===== src/rtl/rr_arbiter_if.sv =====
// rr_arbiter_if: request/grant bundle between N requesters and the arbiter.
//   req[N]     requester -> arbiter, level request
//   done[N]    requester -> arbiter, release strobe (owner's bit only matters)
//   gnt[N]     arbiter -> requesters, one-hot grant, zero when idle
//   gnt_id     arbiter -> requesters, index of current/last owner
//   busy       arbiter -> requesters, high while a grant is out
//   timeout    arbiter -> requesters, one-cycle pulse after a tenure revoke
// Modports: master = requester side, slave = arbiter side.
interface rr_arbiter_if #(
    parameter int N = 4
);
    localparam int IW = (N > 1) ? $clog2(N) : 1;

    logic [N-1:0]  req;
    logic [N-1:0]  done;
    logic [N-1:0]  gnt;
    logic [IW-1:0] gnt_id;
    logic          busy;
    logic          timeout;

    modport master (output req, done, input gnt, gnt_id, busy, timeout);
    modport slave  (input req, done, output gnt, gnt_id, busy, timeout);
endinterface


===== src/rtl/rr_arbiter.sv =====
// rr_arbiter: N-requester round-robin arbiter with req/gnt/done handshake.
// One owner at a time; after a release the scan pointer moves just past the
// last owner so it drops to lowest priority. Every grant is followed by at
// least one idle (gnt=0) cycle.
// Ports:
//   clk  - rising-edge clock
//   rst  - synchronous active-high reset
//   arb  - rr_arbiter_if.slave (req, done in; gnt, gnt_id, busy, timeout out)
// Parameters: N (2..8) requesters, MAX_HOLD (2..255) tenure limit.
// Optional feature: define ARB_TIMEOUT_EN to revoke grants held MAX_HOLD
// cycles without release and pulse timeout; otherwise timeout is tied low
// and a grant lasts until done or req drop.
module rr_arbiter #(
    parameter int N        = 4,
    parameter int MAX_HOLD = 8
) (
    input  logic        clk,
    input  logic        rst,
    rr_arbiter_if.slave arb
);
    localparam int IW = (N > 1) ? $clog2(N) : 1;

    if (N < 2 || N > 8 || MAX_HOLD < 2 || MAX_HOLD > 255) begin : g_bad_cfg
        $error("rr_arbiter: N must be 2..8 and MAX_HOLD 2..255");
    end

    typedef enum logic {IDLE, GRANT} state_t;

    state_t        state, state_nxt;
    logic [IW-1:0] ptr;
    logic [IW-1:0] owner;
    logic [IW-1:0] pick;
    logic          pick_vld;
    logic          release_req;
    logic [N-1:0]  gnt_q;

`ifdef ARB_TIMEOUT_EN
    // Counter reads c-1 during the c-th grant cycle, so the limit edge is
    // the one that closes grant cycle MAX_HOLD.
    localparam logic [7:0] HOLD_LAST = 8'(MAX_HOLD - 1);
    logic [7:0] hold_cnt;
    logic       timeout_q;
    logic       revoke;
`endif

    // Rotating scan from ptr. Walking offsets high-to-low lets the lowest
    // offset (highest priority) win without an early exit.
    always_comb begin : p_pick
        int            idx;
        logic [IW-1:0] sel;
        pick_vld = 1'b0;
        pick     = '0;
        idx      = 0;
        sel      = '0;
        for (int off = N - 1; off >= 0; off--) begin
            idx = int'(ptr) + off;
            if (idx >= N) idx = idx - N;
            sel = IW'(idx);
            if (arb.req[sel]) begin
                pick_vld = 1'b1;
                pick     = sel;
            end
        end
    end

    assign release_req = arb.done[owner] | ~arb.req[owner];

`ifdef ARB_TIMEOUT_EN
    // A normal release on the limit edge wins: no revoke, no pulse.
    assign revoke = (state == GRANT) && !release_req && (hold_cnt >= HOLD_LAST);
`endif

    always_ff @(posedge clk) begin : p_state
        if (rst) begin
            state <= IDLE;
            ptr   <= '0;
            owner <= '0;
            gnt_q <= '0;
        end else begin
            state <= state_nxt;
            if (state == IDLE && pick_vld) begin
                owner <= pick;
                gnt_q <= N'(1) << pick;
            end else if (state == GRANT && state_nxt == IDLE) begin
                // owner keeps its value so gnt_id still names the last owner
                gnt_q <= '0;
                ptr   <= (owner == IW'(N - 1)) ? '0 : owner + IW'(1);
            end
        end
    end

`ifdef ARB_TIMEOUT_EN
    always_ff @(posedge clk) begin : p_hold
        if (rst) begin
            hold_cnt  <= '0;
            timeout_q <= 1'b0;
        end else begin
            timeout_q <= revoke;
            if (state == IDLE)
                hold_cnt <= '0;
            else if (hold_cnt != 8'hFF)
                hold_cnt <= hold_cnt + 8'd1;
        end
    end
`endif

    always_comb begin : p_next
        state_nxt = state;
        case (state)
            IDLE:  if (pick_vld) state_nxt = GRANT;
            GRANT: begin
                if (release_req) state_nxt = IDLE;
`ifdef ARB_TIMEOUT_EN
                else if (revoke) state_nxt = IDLE;
`endif
            end
            default: state_nxt = IDLE;
        endcase
    end

    always_comb begin : p_out
        arb.gnt    = gnt_q;
        arb.gnt_id = owner;
        arb.busy   = (state == GRANT);
`ifdef ARB_TIMEOUT_EN
        arb.timeout = timeout_q;
`else
        arb.timeout = 1'b0;
`endif
    end
endmodule


===== src/flat_wrapper.sv =====
// flat-port wrapper written by rule: the top's interface ports become plain ports
module rr_arbiter_flat 
#(
    parameter int N        = 4,
    parameter int MAX_HOLD = 8
)
  (clk, rst, arb_req, arb_done, arb_gnt, arb_gnt_id, arb_busy, arb_timeout);
  rr_arbiter_if #(.N(N)) arb_i ();
  input  logic clk;
  input  logic rst;
  input wire logic [$bits(arb_i.req)-1:0] arb_req;
  input wire logic [$bits(arb_i.done)-1:0] arb_done;
  output wire logic [$bits(arb_i.gnt)-1:0] arb_gnt;
  output wire logic [$bits(arb_i.gnt_id)-1:0] arb_gnt_id;
  output wire logic [$bits(arb_i.busy)-1:0] arb_busy;
  output wire logic [$bits(arb_i.timeout)-1:0] arb_timeout;
  assign arb_i.req = arb_req;
  assign arb_i.done = arb_done;
  assign arb_gnt = arb_i.gnt;
  assign arb_gnt_id = arb_i.gnt_id;
  assign arb_busy = arb_i.busy;
  assign arb_timeout = arb_i.timeout;
  rr_arbiter #(.N(N), .MAX_HOLD(MAX_HOLD)) u_core (.clk(clk), .rst(rst), .arb(arb_i));
endmodule

===== config.mk =====
export PLATFORM = sky130hd
export DESIGN_NAME = rr_arbiter_flat
export DESIGN_NICKNAME = d
export VERILOG_FILES = /design/src/rtl/rr_arbiter_if.sv /design/src/rtl/rr_arbiter.sv /design/src/flat_wrapper.sv
export SDC_FILE = /design/constraint.sdc
export NUM_CORES = 1
export LEC_CHECK = 0
export ABC_AREA = 1
export BUFFER_PORTS_ARGS = -buffer_cell sky130_fd_sc_hd__buf_2
export CORE_MARGIN = 2
export CORE_UTILIZATION = 45
export DETAILED_ROUTE_END_ITERATION = 8
export PLACE_DENSITY = 0.73
export RECOVER_POWER = 25
export SYNTH_ARGS = -nofsm -noshare
export SYNTH_HDL_FRONTEND = slang
export SYNTH_SLANG_ARGS = --single-unit

===== constraint.sdc =====
create_clock -name clk -period 1.2 [get_ports clk]
set_input_delay 0.12 -clock clk [delete_from_list [all_inputs] [get_ports clk]]
set_output_delay 0.12 -clock clk [all_outputs]
set_load 0.05 [all_outputs]

==> flow_summary.toml, run 1 <==
[route]
drt_first_iter_violations = 32
drc = 0
vias = 776
wl_per_cell_um = 13.6
final_antenna_net_count = 0
drt_pass1_iterations = 4
via_per_inst = 5.46
routed_wl_um = 1930

[timing]
setup_viol = 9
rsz0062_at_grt = "yes"
fmax_ghz = 0.702
fin_skew_ns = 0.00274
fin_ws_ns = -0.225
slew_viol_final = 0
period_minus_slack_ns = 1.42
period_share_pct = 119
finalHoldViolCount = 0

[cells_and_area]
diodes = 0
drive_gt1_share_pct = 54.3
seq_area_sq_um = 190
fin_nets = 139
multi_input_area_sq_um = 469
area_growth_pct = 46.7
fill_cells = 108

[logic_synthesis]
syn-num-nets = 108
syn-cell-area_sq_um = 657
yosys.area.top_type = "dfxtp_1"
synthXorXnorAreaFrac_pct = 1.33
synth_mux_area_share_pct = 0
synth_top_family_by_area = "simple AND/OR/NAND/NOR gates"
synthAdderAreaFrac_pct = 1.90
synth_top_flop_cell = "dfxtp_1"
yosys.area.top_type_share_pct = 27.4
async_flop_share_pct = 0
synth_area_per_cell_sq_um = 6.77
synth-edff-count = 0
yosys_warnings = 0
syn_inst = 97
netlist_top_cells_count = "21 x nand2_1, 11 x inv_1, 9 x dfxtp_1, 9 x nand3_1"
ys_seq_elements = 9
synth-simple-area-share_pct = 37.7
synth_cell_types = 24
yosysMostFrequentCell = "nand2_1"
synth_compound_area_share_pct = 19.2
synth_area_leaders = "dfxtp_1 27%, nand2_1 12%, nand3_1 6.9%"
ys_seq_area_share_pct = 27.4

[power_and_ir_drop]
power.total_w = 0.00151
p_leak_nw = 0.477
irDropWorstVdd_mv = 1.15
power_density_mw_per_mm2 = 1570

[clock_tree]
clockBufferDepth = 2
clockRootBuffer = "clkbuf_4"
clk_pin_slew_ns = 0.07
cts_hold_buf = 0
cts_tree = "done"
htree_levels = 1
clock-sinks = 9
cts_made_buffers = 3
insertion_delay_ns = 0.28

[die]
dieArea_sq_mm = 0.00178
pin_count = 18
rows = 13
start_util_pct = 49.2
core_sq_mm = 0.00133
dieWidth_um = 42.2
fp.dieH_um = 42.2

[min_path]
hold_class = "in -> reg"

[critical_path]
cp.depth = 7
critical_path.startpoint_type = "register"
crit_type = "reg -> reg"
worstPathMaxFanout = 5
arrival_ns = 1.63
reg2reg_to = "u_core.arb.gnt[0]"
cp_data_required_time_ns = 1.41
crit_chain = "buf_6 > o21ai_4 > inv_2 > a31oi_4 > buf_6 > nand4_1 > a21oi_1"
critPathCapture = "u_core.arb.gnt[0]"
crit_top_cell = "buf_6"
reg2reg_from = "u_core.ptr[0]"
cp_slowest_cell = "dfxtp_4"
startpoint = "u_core.ptr[0]"
cp_num_buf_inv = 3
rrSetupSlack_ns = -0.22
path_delay_family = "compound AO/OA/AOI/OAI gates"
cpPeakStageDelay_ns = 0.36
crit_path_end_kind = "register"
rr_worst_depth = 7

[outcome]
violations = "negative setup slack"
outcome = "complete, but fails checks"

[global_routing]
gr-total-overflow = 0
antenna_found_initial = 0
grt_pass1_wl_um = 3020
track_usage_pct = 22.7
grt_start_max_net_pins = 10
grt_pass1_vias = 690

[placed_design]
place_ws_ns = -0.261
dpl.hpwl_um = 1250
place.gp.congestion = 0.848
portBuffers = 16

[job]
maxCapViolations = 0
-- final cells by class --
cell class	count	share of cell area, %
Multi-Input combinational cell	71	48.7
Timing Repair Buffer	29	20.5
Sequential cell	9	19.7
Inverter	14	6.23
Clock buffer	3	2.34
Tap cell	15	1.95
Clock inverter	1	0.519
-- worst min-delay path by stage --
stage / from / end / slack, ns / cells after the start
2_1_floorplan: arb_done[2] / u_core.arb.busy / 0.40 / 3
3_3_place_gp: rst / u_core.arb.busy / 0.40 / 2
3_5_place_dp: rst / u_core.arb.gnt[0] / 0.40 / 2
4_1_cts: rst / u_core.arb.gnt[0] / 0.11 / 2
5_1_grt: rst / u_core.arb.gnt[2] / 0.17 / 2
6_report: rst / u_core.arb.gnt[2] / 0.16 / 2
-- cell usage in the layout (no fill, tap or decap), types with 2 or more instances in the layout --
| cell type | n |
|---|---|
| nand2_1 | 16 |
| buf_2 | 15 |
| inv_1 | 10 |
| nand2_2 | 10 |
| buf_4 | 10 |
| nand3_1 | 8 |
| nor2_1 | 5 |
| dfxtp_1 | 5 |
| nand3_2 | 4 |
| inv_4 | 3 |
| nand4_1 | 3 |
| a21oi_2 | 3 |
| a21oi_1 | 3 |
| clkbuf_4 | 3 |
| nand2_4 | 2 |
| o21ai_2 | 2 |
| o21ai_1 | 2 |
| o211ai_1 | 2 |
| nor2_2 | 2 |
| buf_6 | 2 |
| dfxtp_2 | 2 |
| dfxtp_4 | 2 |
-- power breakdown --
part           switching (W)  internal (W)
Clock               0.000128      0.000124
Combinational       0.000544      0.000316
Sequential         0.0000416      0.000357
Total               0.000713      0.000797
-- sequential cells by signal (all words and copies together) (netlist names) --
register / flops
u_core.arb.gnt: 4
u_core.arb.gnt_id: 2
u_core.ptr: 2
u_core.arb.busy: 1
-- metal layers --
| metal | global-route usage (%) | share of wire, % | vias to the layer above |
|---|---|---|---|
| met2 | 37.8 | 54 | 37 |
| met1 | 26.7 | 37 | 356 |
| met5 | 0 | 0 | - |
| met3 | 6.47 | 6.3 | 7 |
| met4 | 10.0 | 2.3 | 0 |
| li1 | - | - | 376 |
-- cell families after synthesis --
group,after synthesis
simple gates,50
compound gates,18
buf+inv,17
flops,9
xor+xnor,1
fa+ha+maj,1
other cells,1
-- worst reg2reg max path, cell delays in order, from the launching register on --
cell and delay [ns]:
dfxtp_4 0.36, buf_6 0.13, o21ai_4 0.18, inv_2 0.07, a31oi_4 0.23, buf_6 0.14
nand4_1 0.11, a21oi_1 0.14
-- repair_timing --
action,4_1_cts,5_1_grt
gates resized for setup,9,13
pin swaps,8,9
buffers inserted,5,1
endpoints found under the setup margin,9,9
-- metrics by stage --
step           instances  utilization (%)  hold WS (ns)  TNS, ns  area (sq um)
3_3_place_gp         132             59.8         0.397    -1.00           798
2_1_floorplan         97                -         0.399   -0.158           669
4_1_cts              141             68.2         0.111   -0.856           910
5_1_grt              142             72.2         0.175    -2.13           963
6_report             142             72.2         0.162    -1.41           963
3_5_place_dp         132             59.8         0.400    -1.34           798
Power figures use the tool's default switching activity.
==> inputs of run 2 (changes only) <==
--- a/config.mk
+++ b/config.mk
@@ -6,12 +6,14 @@
 export NUM_CORES = 1
 export LEC_CHECK = 0
 export ABC_AREA = 1
-export BUFFER_PORTS_ARGS = -buffer_cell sky130_fd_sc_hd__buf_2
+export CAP_MARGIN = 20
 export CORE_MARGIN = 2
-export CORE_UTILIZATION = 45
+export CORE_UTILIZATION = 49
 export DETAILED_ROUTE_END_ITERATION = 8
-export PLACE_DENSITY = 0.73
+export DONT_BUFFER_PORTS = 1
+export PLACE_DENSITY = 0.66
 export RECOVER_POWER = 25
+export SKIP_LAST_GASP = 1
 export SYNTH_ARGS = -nofsm -noshare
 export SYNTH_HDL_FRONTEND = slang
 export SYNTH_SLANG_ARGS = --single-unit
==> flow_summary.toml, run 2 (synthesis results as in run 1) <==
[placed_design]
place.gp.congestion = 0.911
dpl_cell_area_sq_um = 771
place_inst = 123
place_ws_ns = -0.206
portBuffers = 0
dpl.hpwl_um = 1200

[die]
core_sq_mm = 0.00127
dieArea_sq_mm = 0.00165
pin_count = 18
rows = 13
fp.dieH_um = 40.6
start_util_pct = 51.8
dieWidth_um = 40.6

[timing]
period_share_pct = 121
fmax_ghz = 0.686
setup_viol = 9
hold_slack_ns = -0.106
finalHoldViolCount = 8
period_minus_slack_ns = 1.46
rsz0062_at_grt = "yes"
fin_ws_ns = -0.257
fin_skew_ns = 0.00370
slew_viol_final = 0

[critical_path]
cp_slowest_cell = "dfxtp_4"
reg2reg_from = "u_core.ptr[0]"
arrival_ns = 1.62
critical_path.startpoint_type = "register"
crit_path_end_kind = "register"
crit_type = "reg -> reg"
worstPathMaxFanout = 7
rrSetupSlack_ns = -0.26
rr_worst_depth = 9
cp_data_required_time_ns = 1.36
reg2reg_to = "u_core.arb.gnt[0]"
cpPeakStageDelay_ns = 0.41
crit_chain = "buf_6 > nand2_4 > o21ai_4 > inv_2 > a31oi_4 > buf_12 > clkinvlp_4 > nand3_2 > a21oi_2"

[cells_and_area]
fin_nets = 132
seq_area_sq_um = 190
area_growth_pct = 46.5
diodes = 0
multi_input_area_sq_um = 484
fin_cells = 135
drive_gt1_share_pct = 51.7
fin_area_sq_um = 962
final_cell_mix = "19 x nand2_1, 17 x buf_4, 10 x inv_1"
final_common_cell = "nand2_1"
largest_reg_flops = 4
fin_util_pct = 75.8
fill_cells = 91

[global_routing]
track_usage_pct = 23.7
grt_pass1_wl_um = 2520
grt_start_max_net_pins = 12
gr-total-overflow = 0
grt_pass1_vias = 621
antenna_found_initial = 0

[min_path]
hold_end = "u_core.ptr[0]"
hold_class = "in -> reg"
whs_path_depth = 1
holdCritStartpoint = "rst"

[route]
drt_first_iter_violations = 11
drc = 0
drt_pass1_iterations = 4
wl_per_cell_um = 14.6
vias = 739
routed_wl_um = 1970
via_per_inst = 5.47
final_antenna_net_count = 0

[clock_tree]
clock-sinks = 9
clk_pin_slew_ns = 0.07
clockBufferDepth = 2
cts_made_buffers = 3
clockRootBuffer = "clkbuf_4"
insertion_delay_ns = 0.27
cts_tree = "done"
htree_levels = 1

[outcome]
outcome = "complete, but fails checks"
violations = "negative hold slack, negative setup slack"

[power_and_ir_drop]
power_density_mw_per_mm2 = 1590
p_leak_nw = 0.444
irDropWorstVdd_mv = 0.929

[job]
maxCapViolations = 0
-- run 2: layout make-up --
| cell class | count | area share [%] |
|---|---|---|
| multi-input combinational | 71 | 50.3 |
| sequential | 9 | 19.8 |
| timing repair buffer | 21 | 18.2 |
| inverter | 14 | 6.24 |
| clock buffer | 4 | 2.73 |
| tap | 15 | 1.95 |
| timing repair inverter | 1 | 0.780 |
-- run 2: where the power goes --
part	internal [W]	switching, W	leakage (nW)
logic	0.000332	0.000537	0.353
registers	0.000357	0.0000561	0.0759
clock network	0.000129	0.000122	0.0150
-- run 2: metrics by stage --
step / hold slack (ns) / setup TNS, ns / power (W)
after global placement: 0.184 / -0.934 / 0.00108
final: -0.106 / -1.72 / 0.00153
after floorplan: 0.399 / -0.158 / 0.000925
after CTS: -0.101 / -0.985 / 0.00136
after global routing: -0.107 / -2.18 / 0.00161
after detailed placement: 0.185 / -1.26 / 0.00110
-- run 2: critical path: cells and delay by family, from the launching register on --
family | cells | cell delay (ns)
buf+inv | 4 | 0.50
flops | 1 | 0.41
compound gates | 3 | 0.29
simple gates | 2 | 0.14
-- run 2: worst max path at each step --
stage | depth (start not counted) | to | startpoint | slack, ns
2_1_floorplan | 9 | u_core.arb.gnt_id[0] | u_core.ptr[0] | -0.03
3_3_place_gp | 8 | u_core.arb.gnt_id[1] | u_core.ptr[0] | -0.18
3_5_place_dp | 10 | u_core.arb.gnt[1] | u_core.ptr[0] | -0.21
4_1_cts | 10 | u_core.arb.gnt[1] | u_core.ptr[0] | -0.17
5_1_grt | 9 | u_core.arb.gnt[0] | u_core.ptr[0] | -0.29
6_report | 9 | u_core.arb.gnt[0] | u_core.ptr[0] | -0.26
-- run 2: metal layers --
| layer | part of all wire [%] | GRT usage (%) |
|---|---|---|
| met1 | 40 | 25.8 |
| met2 | 53 | 39.3 |
| met5 | 0 | 0 |
| met3 | 5.2 | 6.52 |
| met4 | 1.7 | 16.7 |
-- run 2: what timing repair did --
item,4_1_cts,5_1_grt
pin swaps,0,17
gates cloned,0,1
gates resized for setup,3,22
endpoints found under the setup margin,9,9
buffers inserted,0,7
endpoints found under the hold margin,7,7
